`src/rtl/dmem_arbiter.sv`:
```
// dmem_arbiter: shares a four byte-lane data memory between the pipeline
// memory stage (port A, priority) and a loader/debug requester (port B).
// A starvation counter force-grants B after MAX_WAIT blocked cycles.
// Read responses come back one cycle after the grant to whichever port
// owned the read. Loads are size-aligned and extended.
//
// Handshake: port A is a request/stall interface. A request with a_req high
// and a_stall low is consumed in that cycle. Port B is valid/ready: a request
// transfers on a rising edge where b_valid and b_ready are both high, and
// b_ready is never asserted without b_valid. Read and error responses
// (*_rvalid) are single-cycle pulses that cannot be back-pressured.
module dmem_arbiter #(
  parameter int MAX_WAIT = 4,
  parameter int ADDR_W   = 13
) (
  input  logic              clk,
  input  logic              rst,
  // port A: pipeline memory stage
  input  logic              a_req,
  input  logic              a_we,
  input  logic [1:0]        a_size,
  input  logic              a_unsigned,
  input  logic [31:0]       a_addr,
  input  logic [31:0]       a_wdata,
  output logic              a_stall,
  output logic              a_misalign,
  output logic              a_rvalid,
  output logic [31:0]       a_rdata,
  // port B: loader / debug
  input  logic              b_valid,
  output logic              b_ready,
  input  logic              b_we,
  input  logic [1:0]        b_size,
  input  logic              b_unsigned,
  input  logic [31:0]       b_addr,
  input  logic [31:0]       b_wdata,
  output logic              b_rvalid,
  output logic              b_err,
  output logic [31:0]       b_rdata,
  // memory lanes
  output logic [ADDR_W-1:0] mem_addr,
  output logic [3:0]        mem_wren,
  output logic              mem_rden,
  output logic [31:0]       mem_wdata,
  input  logic [31:0]       mem_rdata
);

  typedef enum logic [1:0] {
    OWN_NONE = 2'd0,
    OWN_A    = 2'd1,
    OWN_B    = 2'd2
  } owner_t;

  localparam logic [3:0] STARVE_MAX = 4'(MAX_WAIT);

  // Alignment rule: byte anywhere, half on even offsets, word on offset 0,
  // reserved size never aligned.
  function automatic logic isMisaligned(input logic [1:0] size, input logic [1:0] off);
    case (size)
      2'b00:   isMisaligned = 1'b0;
      2'b01:   isMisaligned = off[0];
      2'b10:   isMisaligned = (off != 2'b00);
      default: isMisaligned = 1'b1;
    endcase
  endfunction

  // Byte lanes touched by an aligned access of the given size and offset.
  function automatic logic [3:0] laneMask(input logic [1:0] size, input logic [1:0] off);
    case (size)
      2'b00:   laneMask = 4'b0001 << off;
      2'b01:   laneMask = off[1] ? 4'b1100 : 4'b0011;
      2'b10:   laneMask = 4'b1111;
      default: laneMask = 4'b0000;
    endcase
  endfunction

  logic        aMisCond;
  logic        bMisCond;
  logic        grantA;
  logic        grantB;
  logic [3:0]  starve;
  logic [3:0]  starveNext;

  logic        selWe;
  logic [1:0]  selSize;
  logic        selUns;
  logic [31:0] selAddr;
  logic [31:0] selWdata;
  logic        memActive;

  owner_t      rdOwner;
  owner_t      rdOwnerNext;
  logic [1:0]  rdOff;
  logic [1:0]  rdSize;
  logic        rdUns;
  logic        rdErr;
  logic [31:0] loadData;

  // Upper address bits lie outside the memory and are intentionally ignored.
  logic        unusedAddrBits;
  assign unusedAddrBits = ^{a_addr[31:ADDR_W+2], b_addr[31:ADDR_W+2]};

  // Grant decision: A wins unless it is idle, misaligned, or B has starved.
  always_comb begin
    aMisCond   = isMisaligned(a_size, a_addr[1:0]);
    bMisCond   = isMisaligned(b_size, b_addr[1:0]);
    grantB     = b_valid & (~a_req | aMisCond | (starve == STARVE_MAX));
    grantA     = a_req & ~aMisCond & ~grantB;
    a_stall    = a_req & ~aMisCond & grantB;
    a_misalign = a_req & aMisCond;
    b_ready    = grantB;
  end

  // Starvation counter: counts blocked B cycles, saturating at MAX_WAIT.
  always_comb begin
    starveNext = starve;
    if (grantB || !b_valid) begin
      starveNext = 4'd0;
    end else if (starve != STARVE_MAX) begin
      starveNext = starve + 4'd1;
    end
  end

  // Starvation counter register.
  always_ff @(posedge clk or negedge rst) begin
    if (!rst) begin
      starve <= 4'd0;
    end else begin
      starve <= starveNext;
    end
  end

  // Request mux: select the granted port; a misaligned B grant touches nothing.
  always_comb begin
    selWe     = 1'b0;
    selSize   = 2'b00;
    selUns    = 1'b0;
    selAddr   = 32'd0;
    selWdata  = 32'd0;
    memActive = 1'b0;
    if (grantA) begin
      selWe     = a_we;
      selSize   = a_size;
      selUns    = a_unsigned;
      selAddr   = a_addr;
      selWdata  = a_wdata;
      memActive = 1'b1;
    end else if (grantB) begin
      selWe     = b_we;
      selSize   = b_size;
      selUns    = b_unsigned;
      selAddr   = b_addr;
      selWdata  = b_wdata;
      memActive = ~bMisCond;
    end
  end

  // Memory drive: word address, lane enables and lane-replicated store data.
  always_comb begin
    mem_addr  = '0;
    mem_wren  = 4'b0000;
    mem_rden  = 1'b0;
    mem_wdata = 32'd0;
    if (memActive) begin
      mem_addr = selAddr[ADDR_W+1:2];
      mem_rden = ~selWe;
      if (selWe) begin
        mem_wren = laneMask(selSize, selAddr[1:0]);
      end
      case (selSize)
        2'b00:   mem_wdata = {4{selWdata[7:0]}};
        2'b01:   mem_wdata = {2{selWdata[15:0]}};
        default: mem_wdata = selWdata;
      endcase
    end
  end

  // Owner of next cycle's response: aligned reads, plus any misaligned B
  // access, which is answered with an error instead of data.
  always_comb begin
    rdOwnerNext = OWN_NONE;
    if (grantA && !a_we) begin
      rdOwnerNext = OWN_A;
    end else if (grantB && (!b_we || bMisCond)) begin
      rdOwnerNext = OWN_B;
    end
  end

  // Read tracking registers, reloaded every cycle; reset drops any pending response.
  always_ff @(posedge clk or negedge rst) begin
    if (!rst) begin
      rdOwner <= OWN_NONE;
      rdOff   <= 2'b00;
      rdSize  <= 2'b00;
      rdUns   <= 1'b0;
      rdErr   <= 1'b0;
    end else begin
      rdOwner <= rdOwnerNext;
      rdOff   <= selAddr[1:0];
      rdSize  <= selSize;
      rdUns   <= selUns;
      rdErr   <= grantB & bMisCond;
    end
  end

  // Load extraction: pick byte/half by offset, then sign- or zero-extend.
  always_comb begin
    logic [7:0]  byteSel;
    logic [15:0] halfSel;
    byteSel = mem_rdata[8*rdOff +: 8];
    halfSel = rdOff[1] ? mem_rdata[31:16] : mem_rdata[15:0];
    case (rdSize)
      2'b00:   loadData = {{24{~rdUns & byteSel[7]}}, byteSel};
      2'b01:   loadData = {{16{~rdUns & halfSel[15]}}, halfSel};
      default: loadData = mem_rdata;
    endcase
  end

  // Response steering: only the owning port sees data; errors carry zero data.
  always_comb begin
    a_rvalid = (rdOwner == OWN_A);
    b_rvalid = (rdOwner == OWN_B);
    b_err    = (rdOwner == OWN_B) & rdErr;
    a_rdata  = (rdOwner == OWN_A) ? loadData : 32'd0;
    b_rdata  = ((rdOwner == OWN_B) && !rdErr) ? loadData : 32'd0;
  end

endmodule

```
`config.mk`:
```
export PLATFORM = sky130hd
export DESIGN_NAME = dmem_arbiter
export DESIGN_NICKNAME = d
export VERILOG_FILES = /design/src/rtl/dmem_arbiter.sv
export SDC_FILE = /design/constraint.sdc
export NUM_CORES = 1
export LEC_CHECK = 0
export ABC_AREA = 1
export CAP_MARGIN = 20
export CORE_AREA = 2 2 113 115
export CTS_BUF_LIST = sky130_fd_sc_hd__clkbuf_8
export CTS_CLUSTER_SIZE = 8
export DETAILED_ROUTE_END_ITERATION = 7
export DIE_AREA = 0 0 115 117
export GPL_ROUTABILITY_DRIVEN = 0
export PLACE_DENSITY = 0.71
export SYNTH_ARGS = -nofsm -noshare
export SYNTH_HDL_FRONTEND = slang
export SYNTH_SLANG_ARGS = --single-unit
```
`constraint.sdc`:
```
create_clock -name clk -period 2.55 [get_ports clk]
set_input_delay 0.3825 -clock clk [delete_from_list [all_inputs] [get_ports clk]]
set_output_delay 0.3825 -clock clk [all_outputs]
set_load 0.03 [all_outputs]
```
After elaboration in Yosys (flattened, before gate mapping)
Index checks and enable logic that the tools add are counted.
{"block": "word_totals", "wordCells": 83, "ff_bits": 12, "in_bits": 172, "output_inout_bits": 120}
{"block": "op_classes", "n_addsub": 1, "n_bitwise": 17, "n_eq_ne": 11, "n_mux": 30, "shift": 2, "n_reduce_logical": 16}
{"cell": "$mux W32", "n": 5}
{"cell": "$pmux W32 S2", "n": 2}
{"cell": "$shiftx A32 B6 Y8", "n": 1}
{"cell": "$mux W15", "n": 2}
{"cell": "$mux W4", "n": 5}
{"cell": "$mux W16", "n": 1}
{"cell": "$mux W13", "n": 1}
{"cell": "$pmux W4 S3", "n": 1}
{"cell": "$eq A2 B1 Y1 const B", "n": 5}
{"cell": "$and A1 B1 Y1", "n": 9}
{"cell": "$eq A2 B2 Y1 const B", "n": 4}
{"cell": "$logic_not A2 Y1", "n": 4}
{"cell": "$mux W2", "n": 4}
{"cell": "$mux W1", "n": 7}
{"cell": "$not A1 Y1", "n": 6}
{"cell": "$pmux W1 S3", "n": 2}
{"cell": "$reduce_bool A2 Y1", "n": 3}
{"cell": "$add A4 B1 Y4 const B", "n": 1}
{"cell": "$eq A4 B3 Y1 const B", "n": 1}
{"cell": "$logic_not A1 Y1", "n": 4}
{"cell": "$ne A4 B3 Y1 const B", "n": 1}
{"cell": "$shl A1 B2 Y4 const A", "n": 1}
{"cell": "$logic_and A1 B1 Y1", "n": 3}
{"cell": "$logic_or A1 B1 Y1", "n": 2}
{"cell": "$or A1 B1 Y1", "n": 2}

Depth between registers and ports, before layout
{"block": "depth", "ltp_word": 12, "ltp_mapped": 13, "mapped_depth_nobuf": 12}

Worst setup path before layout
OpenSTA, ideal clock, no wires.
{"block": "synth_path", "kind": "register to output", "from": "reg starve[0]", "to": "out mem_addr[10]", "stages_incl_launch_ff": 11, "path_slack_ns": 0.098, "t_arrival_ns": 2.070, "cell_sequence": "dfrtp_1 inv_1 ha_1 nand3_2 nand3_2 nand2_1 inv_2 buf_2 buf_2 nand2_1 a21oi_1"}
{"block": "synth_between", "elab_chain_cells": 7, "elab_cells_between_ends": 10}
{"item": "start, declared", "line_no": "81", "rtl": "logic [3:0] starve;"}
{"item": "start signal, assigned", "line_no": "129", "rtl": "starve <= starveNext;"}
{"item": "$eq A4 B3 Y1 *", "line_no": "107", "rtl": "grantB = b_valid & (~a_req | aMisCond | (starve == STARVE_MAX));"}
{"item": "$or A1 B1 Y1 *", "line_no": "107"}
{"item": "$and A1 B1 Y1 *", "line_no": "107"}
{"item": "net b_ready", "line_no": "31", "rtl": "output logic b_ready,"}
{"item": "$not A1 Y1", "line_no": "108", "rtl": "grantA = a_req & ~aMisCond & ~grantB;"}
{"item": "$and A1 B1 Y1", "line_no": "108"}
{"item": "$mux W15 / $mux W1 (equally long branches)", "line_no": "141", "rtl": "if (grantA) begin"}
{"item": "$mux W13 *", "line_no": "164", "rtl": "if (memActive) begin"}
{"item": "end, declared", "line_no": "41", "rtl": "output logic [ADDR_W-1:0] mem_addr,"}
The timed path passes the listed nets; every way through them passes the cells marked *.

Final worst setup path
{"block": "layout_path", "from": "in a_size[1]", "to": "out mem_wdata[9]"}
{"block": "layout_between", "elab_chain_cells": 11, "elab_cells_between_ends": 21}
{"item": "start, declared", "line_no": "21", "rtl": "input logic [1:0] a_size,"}
{"item": "$eq A2 B2 Y1, or another cell as far along", "line_no": "59", "rtl": "case (size)"}
{"item": "$pmux W1 S3", "line_no": "59"}
{"item": "$or A1 B1 Y1 (2 in a row)", "line_no": "107"}
{"item": "$and A1 B1 Y1", "line_no": "107"}
{"item": "$not A1 Y1", "line_no": "108"}
{"item": "$and A1 B1 Y1", "line_no": "108"}
{"item": "$mux W2", "line_no": "141"}
{"item": "$eq A2 B1 Y1 / $logic_not A2 Y1 (equally long branches)", "line_no": "170", "rtl": "case (selSize)"}
{"item": "$pmux W32 S2", "line_no": "170"}
{"item": "$mux W32 *", "line_no": "164"}
{"item": "end, declared", "line_no": "44", "rtl": "output logic [31:0] mem_wdata,"}
Every way passes the cells marked *; elsewhere a longest branch is shown, timed or not.

==> impl_metrics.yaml <==
run_status:
  outcome: "finished with violations"
  violations: "negative setup slack"
power_and_ir_drop:
  power_switching_mw: 0.983
  power.sequential.fraction: 0.102
  power.density_cell_area_mw_per_mm2: 312
  leakage_nw: 3.03
  pwr-share-comb: 0.801
  clock_power_share: 0.097
  swShare: 0.473
  power.ir.vdd_worst_mv: 0.144
  p_int_mw: 1.09
synth:
  synthAdderAreaFrac: 0.00964
  post_synth_xor_area_fraction: 0.00675
  synthCells: 517
  yosysWarnings: 0
  mapped_avg_cell_area_um2: 5.02
  synth_top_family_by_area: "simple AND/OR/NAND/NOR gates"
  synth_area_mm2: 0.00259
  synthesis.nets: 691
  synth-seq-cells: 12
  synth_compound_area_frac: 0.287
  synth_cell_type_count: 34
  multiplexer_share_of_the_synthesized_area: 0
  synth_simple_gate_area_share: 0.442
  yosysSeqAreaShare: 0.116
timing:
  max_slew_headroom: 0.676
  maxClockFrequency_mhz: 383
  rsz0062_at_grt: "yes"
  setup_ws_ns: -0.0638
  maxSlewViolCount: 0
  skew_final_ns: 0.00313
  min_period_over_period: 1.03
  tightestPinTransition_ns: 0.484
  timing_hold_violations_final: 0
  min_period_ns: 2.61
  setup_viol: 26
floorplanning:
  die_w_um: 115
  design.die.area_mm2: 0.0135
  floorplan.initialDensity: 0.211
  die_h_um: 117
  coreArea_mm2: 0.0123
  design.portCount: 292
  num_rows: 41
detailed_routing:
  final_antenna_net_count: 0
  avgViaCountPerCell: 4.73
  drt_drc: 0
  drt_pass1_iterations: 5
  dr.first_iter.drc_count: 257
  wire_per_inst_um: 15.0
  routed_wl_um: 14700
  detailroute.via_count: 4662
setup_path:
  critPathLaunchType: "input port"
  worst_path_dominant_cell_family: "buffers and inverters"
  crit_slowest_cell: "clkdlybuf4s50_1"
  crit_path_cells: "clkdlybuf4s50_1 -> inv_1 -> nand2_2 -> nand2_2 -> nand3_4 -> nand3_4 -> buf_4 -> inv_2 -> nor2_4 -> nand2_4 -> buf_6 -> o21ai_4 -> nor2_1 -> buf_4"
  worstSetupPathType: "in -> out"
  critical_path_arrival_ns: 2.23
  cp.buffers_inverters: 6
  crit_fanout: 5
  cp_slowest_stage_delay_ns: 0.40
  setup.worst_path.end_class: "primary output"
  worstPathRequired_ns: 2.17
global_routing:
  first_pass_grt_wire_length_um: 19900
  globalRouteOverflowTotal: 0
  grt_max_degree: 32
  global_route.usage.total: 0.183
  antenna_violations_before_repair: 0
  grt_pass1_vias: 4145
clock_tree:
  clock_path_buffers: 2
  cts.sink_count: 12
  cts_hold_buffers: 0
  cts_root_buffer: "clkbuf_8"
  insertion_delay_ns: 0.24
  h_tree_depth: 1
  cts-buffers-inserted: 3
  path_clk_slew_ns: 0.05
  tritoncts: "done"
placed_design:
  place_hpwl_um: 10700
  pre_cts_ws_ns: -0.245
  port-buffer-count: 257
run:
  maxCapViolations: 0
layout:
  fill_cells: 1232
  layout.core_utilization: 0.540
  drive_gt1_frac: 0.376
  num-nets-final: 1010
  final_antenna_diode_count: 0
  layout_overhead_on_the_synthesized_area_pct: 156
min_path:
  hold_class: "in -> async"
flip-flops by register name, summed over array words and instances, names as in the netlist:
signal and count:
starve 4, rdErr 1, rdOwner 2, rdSize 2, rdUns 1, rdOff 2
cells in the final DEF, fill, tap and decap left out, drive strengths merged:
cell	Yosys	routed
inv	55	54
dlygate4sd2	0	5
xnor2	1	1
xor2	1	1
nand3	19	19
buf	16	197
a22o	1	1
nor3	2	2
nand2	144	144
clkinvlp	0	1
o31ai	2	2
a21oi	44	44
nor2	126	126
a221oi	5	5
a22oi	8	8
dfrtp	12	12
clkdlybuf4s50	0	137
clkbuf	13	6
o21ai	52	52
o22ai	1	1
ha	2	2
o211ai	4	4
dlymetal6s2s	0	1
clkinv	1	2
a32oi	2	2
o221ai	6	6
final cells by class:
| cell class | instances | area (um2) | area share |
|---|---|---|---|
| clock buffer | 4 | 55.1 | 0.00828 |
| timing repair buffer | 342 | 3360 | 0.505 |
| sequential | 12 | 300 | 0.0452 |
| multi-input combinational | 420 | 2510 | 0.378 |
| inverter | 56 | 228 | 0.0343 |
| tap | 150 | 188 | 0.0282 |
| timing repair inverter | 1 | 7.51 | 0.00113 |
power by group through the flow:
stage               clock network (mW)  registers (mW)  logic (mW)
finish                           0.202           0.212        1.66
global route                     0.212           0.214        1.77
CTS                              0.209           0.211        1.50
detailed placement                   0           0.214        1.34
global placement                     0           0.214        1.33
floorplan                            0           0.211       0.685
path summary, 6_finish.rpt:
kind                                        from                     to  slack [ns]  cells past startpoint
max                                    a_size[1]           mem_wdata[9]       -0.06                     14
min                                          rst  starve[0]$_DFFE_PN0P_        0.47                      1
max reg2reg                starve[0]$_DFFE_PN0P_     rdOff[0]$_DFF_PN0_        0.63                     11
min reg2reg                starve[0]$_DFFE_PN0P_  starve[0]$_DFFE_PN0P_        0.51                      1
max in group asynchronous                    rst    rdSize[0]$_DFF_PN0_        1.75                      1
min in group clk           starve[0]$_DFFE_PN0P_  starve[0]$_DFFE_PN0P_        0.51                      1
kinds of logic (layout without fill, tap and decap cells):
kind of cell / after synthesis / after routing
AND/OR/NAND/NOR: 291 / 291
buffers and inverters: 85 / 403
flip-flops: 12 / 12
AO/OA/AOI/OAI: 125 / 125
adder cells (fa/ha/maj): 2 / 2
XOR/XNOR: 2 / 2
timing repair:
action                     CTS  global route
gates cloned                 4             3
setup endpoints to repair   53           101
pin swaps                   38            33
buffers inserted            16             5
gates resized for setup    104           120
synthesized netlist by cell type, drive strengths merged:
master / instances / area share
nand2: 144 / 0.21
nor2: 126 / 0.19
inv: 55 / 0.080
o21ai: 52 / 0.10
a21oi: 44 / 0.088
nand3: 19 / 0.041
buf: 16 / 0.040
clkbuf: 13 / 0.019
dfrtp: 12 / 0.12
a22oi: 8 / 0.023
o221ai: 6 / 0.020
a221oi: 5 / 0.017
o211ai: 4 / 0.017
a32oi: 2 / 0.0068
ha: 2 / 0.0096
nor3: 2 / 0.0039
o31ai: 2 / 0.0077
a22o: 1 / 0.0034
clkinv: 1 / 0.0014
o22ai: 1 / 0.0024
xnor2: 1 / 0.0034
xor2: 1 / 0.0034
metal layers:
layer | share of wire | GRT usage
met2 | 0.52 | 0.350
met3 | 0.078 | 0.0345
met4 | 0.019 | 0.0466
met5 | 0 | 0
met1 | 0.38 | 0.209
through the flow:
step | hold slack (ns) | area [um2] | power (mW) | cells | setup TNS, ns
2_1_floorplan | 0.0869 | 2590 | 0.896 | 517 | 0
3_3_place_gp | 0.479 | 5470 | 1.55 | 954 | -7.10
3_5_place_dp | 0.489 | 5470 | 1.55 | 954 | -8.18
4_1_cts | 0.490 | 6100 | 1.92 | 978 | -1.49
5_1_grt | 0.521 | 6650 | 2.20 | 985 | -5.46
6_report | 0.470 | 6650 | 2.08 | 985 | -0.818
worst reg2reg max path: stages (launching register included):
cell,delay [ns]
dfrtp_1,0.41
inv_2,0.08
ha_4,0.13
nand3_4,0.10
o211ai_4,0.27
buf_6,0.15
buf_4,0.11
o21ai_1,0.05
buf_4,0.15
buf_4,0.12
buf_4,0.12
buf_4,0.12
(Power assumes the default switching activity.)
